<file path="src/rtl/lcd_nibble_controller_pkg.sv">
// Shared encodings, default timing constants and the counter-load helper
// for the LCD nibble endpoint.
package lcd_nibble_controller_pkg;
    localparam int CNT_W = 20;

    // Top FSM encodings
    localparam logic [2:0] ST_INIT_WAIT = 3'd0;
    localparam logic [2:0] ST_INIT_W1   = 3'd1;
    localparam logic [2:0] ST_INIT_W2   = 3'd2;
    localparam logic [2:0] ST_INIT_W3   = 3'd3;
    localparam logic [2:0] ST_INIT_W4   = 3'd4;
    localparam logic [2:0] ST_IDLE      = 3'd5;
    localparam logic [2:0] ST_WRITE     = 3'd6;

    // Write sub-sequence encodings
    localparam logic [2:0] SUB_IDLE  = 3'd0;
    localparam logic [2:0] SUB_SETUP = 3'd1;
    localparam logic [2:0] SUB_PULSE = 3'd2;
    localparam logic [2:0] SUB_HOLD  = 3'd3;
    localparam logic [2:0] SUB_GAP   = 3'd4;

    // Trailing-gap selectors
    localparam logic [1:0] GAP_LONG   = 2'd0;
    localparam logic [1:0] GAP_SHORT  = 2'd1;
    localparam logic [1:0] GAP_BYTE   = 2'd2;
    localparam logic [1:0] GAP_NIBBLE = 2'd3;

    // Default cycle counts at 50 MHz
    localparam int DEF_T_POWERUP    = 750000;
    localparam int DEF_T_INIT_LONG  = 205000;
    localparam int DEF_T_INIT_SHORT = 5000;
    localparam int DEF_T_SETUP      = 2;
    localparam int DEF_T_PULSE      = 12;
    localparam int DEF_T_HOLD       = 1;
    localparam int DEF_T_NIBBLE_GAP = 50;
    localparam int DEF_T_BYTE_GAP   = 2000;

    // A phase lasting N cycles loads N-1; the phase ends on the cycle the count is 0.
    function automatic logic [CNT_W-1:0] cntLoad(input int cycles);
        return CNT_W'(cycles - 1);
    endfunction
endpackage

</file>
<file path="src/rtl/lcd_nibble_controller_pulse_timer.sv">
// SETUP/PULSE/HOLD/GAP sequencer around the single shared down-counter.
// Out of reset it sits in GAP loaded with the power-up wait, so the top's
// INIT_WAIT is timed by the same counter and ends on the first 'done'.
module lcd_pulse_timer
    import lcd_nibble_controller_pkg::*;
#(
    parameter int T_POWERUP    = DEF_T_POWERUP,
    parameter int T_INIT_LONG  = DEF_T_INIT_LONG,
    parameter int T_INIT_SHORT = DEF_T_INIT_SHORT,
    parameter int T_SETUP      = DEF_T_SETUP,
    parameter int T_PULSE      = DEF_T_PULSE,
    parameter int T_HOLD       = DEF_T_HOLD,
    parameter int T_NIBBLE_GAP = DEF_T_NIBBLE_GAP,
    parameter int T_BYTE_GAP   = DEF_T_BYTE_GAP
) (
    input  logic       gclk,
    input  logic       grst_n,
    input  logic       start,
    input  logic [1:0] gapSel,
    output logic       lcdE,
    output logic       done
);
    logic [2:0]       subState;
    logic [CNT_W-1:0] cnt;
    logic [CNT_W-1:0] gapLoad;
    logic [CNT_W-1:0] selLoad;

    // Gap length for the write being started
    always_comb begin
        selLoad = cntLoad(T_BYTE_GAP);
        case (gapSel)
            GAP_LONG:   selLoad = cntLoad(T_INIT_LONG);
            GAP_SHORT:  selLoad = cntLoad(T_INIT_SHORT);
            GAP_BYTE:   selLoad = cntLoad(T_BYTE_GAP);
            GAP_NIBBLE: selLoad = cntLoad(T_NIBBLE_GAP);
        endcase
    end

    assign done = (subState == SUB_GAP) && (cnt == '0);

    // Sub-state sequencing; start takes priority so back-to-back writes chain with no idle cycle
    always_ff @(posedge gclk or negedge grst_n) begin
        if (!grst_n) begin
            subState <= SUB_GAP;
            cnt      <= cntLoad(T_POWERUP);
            gapLoad  <= '0;
            lcdE     <= 1'b0;
        end else if (start) begin
            subState <= SUB_SETUP;
            cnt      <= cntLoad(T_SETUP);
            gapLoad  <= selLoad;
            lcdE     <= 1'b0;
        end else if (subState != SUB_IDLE) begin
            if (cnt != '0) begin
                cnt <= cnt - 20'd1;
            end else begin
                case (subState)
                    SUB_SETUP: begin
                        subState <= SUB_PULSE;
                        cnt      <= cntLoad(T_PULSE);
                        lcdE     <= 1'b1;
                    end
                    SUB_PULSE: begin
                        subState <= SUB_HOLD;
                        cnt      <= cntLoad(T_HOLD);
                        lcdE     <= 1'b0;
                    end
                    SUB_HOLD: begin
                        subState <= SUB_GAP;
                        cnt      <= gapLoad;
                    end
                    default: begin
                        subState <= SUB_IDLE;
                        lcdE     <= 1'b0;
                    end
                endcase
            end
        end
    end
endmodule

</file>
<file path="src/rtl/lcd_nibble_controller.sv">
// LCD endpoint of the MiniAlu nibble interface: runs HD44780 4-bit power-up
// init, then forwards ALU nibbles with edge-detected strobes and busy reporting.
module lcd_nibble_controller
    import lcd_nibble_controller_pkg::*;
#(
    parameter int T_POWERUP    = DEF_T_POWERUP,
    parameter int T_INIT_LONG  = DEF_T_INIT_LONG,
    parameter int T_INIT_SHORT = DEF_T_INIT_SHORT,
    parameter int T_SETUP      = DEF_T_SETUP,
    parameter int T_PULSE      = DEF_T_PULSE,
    parameter int T_HOLD       = DEF_T_HOLD,
    parameter int T_NIBBLE_GAP = DEF_T_NIBBLE_GAP,
    parameter int T_BYTE_GAP   = DEF_T_BYTE_GAP
) (
    input  logic       Clock,
    input  logic       Reset,
    input  logic [3:0] iLCD_data,
    input  logic       iLCD_rs,
    input  logic       iLCD_writeEN,
    output logic       oLCD_response,
    output logic [3:0] oLCD_D,
    output logic       oLCD_E,
    output logic       oLCD_RS,
    output logic       oLCD_RW
);
    logic [2:0] state;
    logic       phaseLow;
    logic       wePrev;
    logic       accept;
    logic       timerStart;
    logic [1:0] gapSel;
    logic       timerDone;

    assign oLCD_RW = 1'b0;

    lcd_pulse_timer #(
        .T_POWERUP   (T_POWERUP),
        .T_INIT_LONG (T_INIT_LONG),
        .T_INIT_SHORT(T_INIT_SHORT),
        .T_SETUP     (T_SETUP),
        .T_PULSE     (T_PULSE),
        .T_HOLD      (T_HOLD),
        .T_NIBBLE_GAP(T_NIBBLE_GAP),
        .T_BYTE_GAP  (T_BYTE_GAP)
    ) uTimer (
        .gclk  (Clock),
        .grst_n(Reset),
        .start (timerStart),
        .gapSel(gapSel),
        .lcdE  (oLCD_E),
        .done  (timerDone)
    );

    // Start the next write and pick its trailing gap; the gap belongs to the state being entered
    always_comb begin
        accept     = (state == ST_IDLE) && iLCD_writeEN && !wePrev;
        timerStart = 1'b0;
        gapSel     = GAP_BYTE;
        case (state)
            ST_INIT_WAIT: begin timerStart = timerDone; gapSel = GAP_LONG;  end
            ST_INIT_W1:   begin timerStart = timerDone; gapSel = GAP_SHORT; end
            ST_INIT_W2:   begin timerStart = timerDone; gapSel = GAP_BYTE;  end
            ST_INIT_W3:   begin timerStart = timerDone; gapSel = GAP_BYTE;  end
            ST_IDLE: begin
                timerStart = accept;
                gapSel     = phaseLow ? GAP_BYTE : GAP_NIBBLE;
            end
            default: ;
        endcase
    end

    // Init sequencing, strobe edge detect, nibble phase and busy flag
    always_ff @(posedge Clock or negedge Reset) begin
        if (!Reset) begin
            state         <= ST_INIT_WAIT;
            oLCD_response <= 1'b1;
            oLCD_D        <= 4'h0;
            oLCD_RS       <= 1'b0;
            phaseLow      <= 1'b0;
            wePrev        <= 1'b1;
        end else begin
            wePrev <= iLCD_writeEN;
            case (state)
                ST_INIT_WAIT: if (timerDone) begin state <= ST_INIT_W1; oLCD_D <= 4'h3; oLCD_RS <= 1'b0; end
                ST_INIT_W1:   if (timerDone) begin state <= ST_INIT_W2; oLCD_D <= 4'h3; end
                ST_INIT_W2:   if (timerDone) begin state <= ST_INIT_W3; oLCD_D <= 4'h3; end
                ST_INIT_W3:   if (timerDone) begin state <= ST_INIT_W4; oLCD_D <= 4'h2; end
                ST_INIT_W4: if (timerDone) begin
                    state         <= ST_IDLE;
                    oLCD_response <= 1'b0;
                    phaseLow      <= 1'b0;
                end
                ST_IDLE: if (accept) begin
                    state         <= ST_WRITE;
                    oLCD_response <= 1'b1;
                    oLCD_D        <= iLCD_data;
                    oLCD_RS       <= iLCD_rs;
                end
                ST_WRITE: if (timerDone) begin
                    state         <= ST_IDLE;
                    oLCD_response <= 1'b0;
                    phaseLow      <= ~phaseLow;
                end
                default: state <= ST_INIT_WAIT;
            endcase
        end
    end
endmodule

</file>
<file path="config.mk">
export PLATFORM = sky130hd
export DESIGN_NAME = lcd_nibble_controller
export DESIGN_NICKNAME = d
export VERILOG_FILES = /design/src/rtl/lcd_nibble_controller_pkg.sv /design/src/rtl/lcd_nibble_controller_pulse_timer.sv /design/src/rtl/lcd_nibble_controller.sv
export SDC_FILE = /design/constraint.sdc
export NUM_CORES = 1
export LEC_CHECK = 0
export ABC_AREA = 1
export CAP_MARGIN = 40
export CORE_MARGIN = 2
export CORE_UTILIZATION = 50
export DETAILED_ROUTE_END_ITERATION = 16
export GPL_TIMING_DRIVEN = 0
export PLACE_DENSITY = 0.73
export SLEW_MARGIN = 20
export SYNTH_ARGS = -nofsm -noshare
export SYNTH_HDL_FRONTEND = slang
export SYNTH_SLANG_ARGS = --single-unit
export TNS_END_PERCENT = 50
</file>
<file path="constraint.sdc">
create_clock -name Clock -period 2.1 [get_ports Clock]
set_input_delay 0.21 -clock Clock [delete_from_list [all_inputs] [get_ports Clock]]
set_output_delay 0.21 -clock Clock [all_outputs]
set_load 0.05 [all_outputs]
</file>
# ---- After elaboration in Yosys (flattened, before gate mapping)
# Cells that the tools add are included.
dict set report word_totals {
  wordCells 96
  register_bits 55
  in_bits 8
  output_inout_bits 8
}
dict set report classes {
  n_addsub 1
  muxes 34
  eq_ne 24
  reduce_logical 26
  bitwise 1
}
# cell count
set op_table {}
lappend op_table {{20-bit one-hot mux with 4 select lines} 1}
lappend op_table {{20-bit two-way mux} 3}
lappend op_table {{20-bit one-hot mux with 3 select lines} 1}
lappend op_table {{3-bit two-way mux} 9}
lappend op_table {{20-bit logical NOT} 1}
lappend op_table {{20-bit nonzero test} 1}
lappend op_table {{20-bit by 1-bit subtractor with 20-bit output, second input constant} 1}
lappend op_table {{2-bit inequality test, second input constant} 9}
lappend op_table {{3-bit one-hot mux with 6 select lines} 1}
lappend op_table {{3-bit by 2-bit equality test with 1-bit output, second input constant} 4}
lappend op_table {{3-bit equality test, second input constant} 4}
lappend op_table {{4-bit two-way mux} 3}
lappend op_table {{4-bit one-hot mux with 3 select lines} 1}
lappend op_table {{3-bit AND reduction} 4}
lappend op_table {{1-bit one-hot mux with 2 select lines} 5}
lappend op_table {{3-bit one-hot mux with 3 select lines} 1}
lappend op_table {{1-bit two-way mux} 8}
lappend op_table {{2-bit nonzero test} 4}
lappend op_table {{3-bit by 1-bit equality test with 1-bit output, second input constant} 2}
lappend op_table {{2-bit one-hot mux with 3 select lines} 1}
lappend op_table {{6-bit AND reduction} 1}
lappend op_table {{3-bit nonzero test} 2}
lappend op_table {{5-bit nonzero test} 1}
lappend op_table {{2-bit equality test, second input constant} 2}
lappend op_table {{12 further kinds} 16}

# ---- Depth between registers and ports, before layout
dict set report depth {
  ltp_word 6
  ltp_mapped 11
  mapped_depth_nobuf 11
}

# ---- Hierarchy
# A second synthesis with hierarchy kept.
dict set report unflattened {
  hier_cells 383
  area_unflattened_um2 2752.6
}
# module n_inst cells_each area_each_um2 seq_area_each_um2
set modules_own_cells {}
lappend modules_own_cells {lcd_pulse_timer 1 301 2113.3 818.3}
lappend modules_own_cells {lcd_nibble_controller 1 82 639.4 277.8}

# ---- Least setup slack after synthesis
# Ideal clock, no wire load.
dict set report synth_timing {
  path_type {register to register}
  start {register uTimer.cnt[0]}
  end {register uTimer.gapLoad[0]}
  setup_time_ns 0.127
  path_slack_ns 0.413
  required_ns 1.973
  t_arrival_ns 1.560
  path_stages_with_launch 10
  n_path_buf 0
  period_less_slack_ns 1.687
  path_cell_list {dfstp_2 inv_1 ha_1 nand2_4 nor2_8 nand4_4 nand2_4 nand2_4 inv_4 or2_2}
}
dict set report synth_between {
  elab_chain_len 3
}
# item line_no
set synth_rtl {}
lappend synth_rtl {{from (decl)} lcd_nibble_controller_pulse_timer.sv:24} ;# logic [CNT_W-1:0] cnt;
lappend synth_rtl {{from (signal assigned)} lcd_nibble_controller_pulse_timer.sv:45} ;# cnt <= cntLoad(T_POWERUP);
lappend synth_rtl {{from (signal assigned)} lcd_nibble_controller_pulse_timer.sv:50} ;# cnt <= cntLoad(T_SETUP);
lappend synth_rtl {{from (signal assigned)} lcd_nibble_controller_pulse_timer.sv:55} ;# cnt <= cnt - 20'd1;
lappend synth_rtl {{20-bit logical NOT} lcd_nibble_controller_pulse_timer.sv:39} ;# assign done = (subState == SUB_GAP) && (cnt == '0);
lappend synth_rtl {{1-bit logical AND} lcd_nibble_controller_pulse_timer.sv:39}
lappend synth_rtl {{1-bit one-hot mux with 2 select lines} lcd_nibble_controller.sv:59} ;# case (state)
lappend synth_rtl {{to (signal assigned)} lcd_nibble_controller_pulse_timer.sv:51} ;# gapLoad <= selLoad;
lappend synth_rtl {{to (decl)} lcd_nibble_controller_pulse_timer.sv:25} ;# logic [CNT_W-1:0] gapLoad;
# Every way passes these cells.
# A chain may end at the register's enable or synchronous reset.

# ---- Worst setup path in the final report
dict set report layout_timing {
  start {register uTimer.cnt[0]}
  end {register uTimer.cnt[9]}
}
dict set report layout_between {
  elab_chain_len 5
  elab_cells_between_ends 11
  cone_classes {1 x add/sub; 4 x mux; 6 x reduce/logical}
}
# item
set layout_rtl {}
lappend layout_rtl {{parallel branches: the longest is 5 deep, another holds 20-bit by 1-bit subtractor with 20-bit output}}
# Parallel ways; which one is timed is not known. The select of a mux whose other input is x is not followed.

==> flow_metrics.env <==
export IMPL_outcome="finished clean"
export IMPL_ys_seq_area_share_pct=39.07
export IMPL_drv_slew=0
export IMPL_clock_sinks=43
export IMPL_power_density_nw_per_um2=458.5
export IMPL_critical_path_max_fanout=10
export IMPL_rsz0062_at_grt="no"
export IMPL_cts_tree="built"
export IMPL_grt_pass1_vias=2316
export IMPL_timing_final_crit_share_pct=88.09
export IMPL_first_pass_iters=5
export IMPL_critical_path_required_ns=2.30
export IMPL_track_usage_pct=21.99
export IMPL_drcViolationCount=0
export IMPL_antenna_found_initial=0
export IMPL_ff2ff_path_depth=9
export IMPL_dpl_cell_area_um2=3050
export IMPL_syn_num_nets=386
export IMPL_max_freq_mhz=540.6
export IMPL_post_cts_resized=0
export IMPL_total_power_w=0.001449
export IMPL_timing_rr_end="uTimer.cnt[9]$_DFFE_PN0P_"
export IMPL_overflow=0
export IMPL_synth_avg_cell_area_um2=7.541
export IMPL_rows=27
export IMPL_synth_xor_xnor_area_share_pct=3.122
export IMPL_synth_compound_area_share_pct=9.991
export IMPL_p_leak_nw=1.561
export IMPL_startpoint="uTimer.cnt[0]$_DFFE_PN1P_"
export IMPL_grt_pass1_wl_um=10820
export IMPL_worst_r2r_setup_slack_ns=0.25
export IMPL_fin_setup_tns_ns=0
export IMPL_slew_headroom_pct=65.60
export IMPL_yosysWarnings=0
export IMPL_ant_nets=0
export IMPL_area_growth_pct=12.62
export IMPL_netlist_area_um2=2805
export IMPL_globalplace_congestion=0.9356
export IMPL_end_kind="flop"
export IMPL_synthAdderAreaFrac_pct=2.676
export IMPL_io_pins=16
export IMPL_cts_root_buf="clkbuf_8"
export IMPL_yosysUniqueCellTypes=37
export IMPL_dieArea_um2=6225
export IMPL_clk_path_buf_depth=2
export IMPL_cp_slowest_cell="dfstp_2"
export IMPL_drt_iter0_markers=152
export IMPL_instances_no_fill=468
export IMPL_layout_nets=409
export IMPL_diodes=0
export IMPL_finalHoldViolations=0
export IMPL_r2r_start="uTimer.cnt[0]$_DFFE_PN1P_"
export IMPL_synth_top_family_by_area="simple AND/OR/NAND/NOR gates"
export IMPL_wl_per_cell_um=13.55
export IMPL_synth_mux_area_share_pct=0
export IMPL_maxCapViolations=0
export IMPL_finalCriticalPeriod_ns=1.850
export IMPL_path_cells="inv_1 > ha_1 > nand2_4 > nor2_8 > nand3_2 > buf_2 > nand3_1 > a21oi_1 > nor2_1"
export IMPL_clk_latency_ns=0.30
export IMPL_drt_wl_total_um=6343
export IMPL_ir_drop_mv=0.3949
export IMPL_layout_drive_gt1_share_pct=17.93
export IMPL_viasPerCell=5.216
export IMPL_hpwl_um=4678
export IMPL_cts_made_buffers=5
export IMPL_crit_type="flop to flop"
export IMPL_synthSimpleGateAreaFrac_pct=35.19
export IMPL_hold_path_class="primary input to asynchronous set/reset pin"
export IMPL_dr_total_vias=2441
export IMPL_placed_cells=459
export IMPL_die_width_um=78.90
export IMPL_io_buffers=14
export IMPL_initial_utilization_pct=51.26
export IMPL_cts_clk_slew_worst_paths_ns=0.09
export IMPL_finalClockSkew_ns=0.005613
export IMPL_worst_slew_pin_slew_ns=0.5141
export IMPL_grt_max_degree=30
export IMPL_worstPathArrival_ns=2.05
export IMPL_netlist_instances=372
export IMPL_final_area_um2=3159
export IMPL_ys_ff_latch=43
export IMPL_core_area_um2=5473
export IMPL_die_h_um=78.90
export IMPL_setup_viol=0
export IMPL_cts_htree_levels=2
export IMPL_max_stage_delay_ns=0.54
export IMPL_critPathLaunchType="flop"
==> layout by cell type (no fill, tap or decap), drive strengths merged, types with 6 or more instances in the layout <==
cell and instances:
inv 40, buf 13, ha 6, clkbuf 6
xor2 8, dfrtp 27, nor2 47, o21ai 26
nand3 42, clkdlybuf4s50 13, a21oi 15, dfstp 16
nand2 115
==> area by class of cell <==
class | instances | area (µm²)
well taps | 72 | 90.09
clock buffers | 6 | 82.58
fillers | 537 | 2313
multi-input cells | 277 | 1434
plain buffers | 11 | 118.9
repair buffers | 16 | 165.2
inverters | 41 | 156.4
flip-flops and latches | 43 | 1096
clock inverters | 2 | 16.27
==> synthesized netlist by cell type <==
master    instances  area [µm²]
xnor2_1           2       17.52
a21boi_0          1       7.510
nand4_1           3       18.77
nor2_4            3       33.78
nand3_2           1       10.01
or2_2             1       6.260
o211ai_1          1       7.510
clkinv_1          1       3.750
xor2_1            8       70.07
dfrtp_1          27       675.7
a21oi_1          11       55.05
and2_1            1       6.260
nor2_1           41       153.9
nand3_1          41       205.2
dfstp_2          16       420.4
nand3b_1          1       7.510
inv_4             1       6.260
conb_1            1       3.750
nor2_2            2       12.51
nand4_4           1       21.27
inv_2             2       7.510
nand2_1         105       394.1
o21ai_1           2       10.01
buf_2             1       5.000
buf_4             2       15.01
o31ai_1           2       15.01
o21ai_2           8       70.07
nor2_8            1       20.02
o21ai_0          16       80.08
buf_6             7       78.83
nand2_4           3       33.78
buf_12            1       20.02
ha_1              6       75.07
inv_1            37       138.9
a21oi_2           4       35.03
nor3_1            4       20.02
nand2_2           7       43.79
==> what timing repair did <==
action	in CTS	in global routing
hold endpoints to repair	7	0
setup endpoints to repair	0	0
hold buffers	1	0
setup buffers	0	0
==> registers in the layout, summed over array words and instances, names as in the netlist <==
signal	flops
oLCD_RS	1
phaseLow	1
oLCD_D	4
uTimer.subState	3
wePrev	1
state	3
oLCD_response	1
uTimer.lcdE	1
uTimer.cnt	20
uTimer.gapLoad	8
==> worst max-delay path, delay by kind of cell (launching register included) <==
kind	cells	cell delay (ns)
AOI/OAI and AO/OA	1	0.14
adders and majority gates	1	0.25
buffers and inverters	2	0.33
DFF	1	0.54
and+or+nand+nor	5	0.49
==> metal layers <==
layer  GRT usage (%)  vias to the layer above  wire [µm]
met3           3.636                       15        268
met1           30.20                     1140       2993
met5               0                        -          0
li1                -                     1228          -
met4           6.724                        0        134
met2           35.81                       58       2947
==> cell families (layout without fill, tap and decap cells) <==
family / after synthesis / after routing
DFF: 43 / 43
xor gates and xnor gates: 10 / 10
AOI/OAI and AO/OA: 45 / 45
adders and majority gates: 6 / 6
buffers and inverters: 52 / 76
and+or+nand+nor: 215 / 215
other: 1 / 1
==> power by group <==
| group | total [W] | internal (W) | leakage (nW) | switching (W) |
|---|---|---|---|---|
| combinational | 0.0000411 | 0.0000169 | 1.01 | 0.0000242 |
| clock | 0.000577 | 0.000269 | 0.0474 | 0.000308 |
| sequential | 0.000831 | 0.000831 | 0.506 | 0.000000216 |
| total | 0.00145 | 0.00112 | 1.56 | 0.000332 |
==> worst max path at each step <==
stage	endpoint	slack, ns	cells after the start
floorplan	uTimer.gapLoad[0]$_DFFE_PN0N_	0.41	9
global placement	state[1]$_DFFE_PN0P_	-0.38	1
detailed placement	uTimer.cnt[9]$_DFFE_PN0P_	0.27	9
CTS	oLCD_response	0.24	1
global route	uTimer.cnt[1]$_DFFE_PN1P_	0.12	10
finish	uTimer.cnt[9]$_DFFE_PN0P_	0.25	9
==> through the flow <==
stage / setup WS (ns) / util [%] / hold WS, ns
2_1_floorplan: 0.4128 / - / -0.08559
3_3_place_gp: -0.3809 / 55.46 / 0.4512
3_5_place_dp: 0.2740 / 55.74 / 0.1548
4_1_cts: 0.2402 / 57.73 / 0.3547
5_1_grt: 0.1213 / 57.73 / 0.3711
6_report: 0.2501 / 57.73 / 0.3552
(Power assumes the default switching activity.)
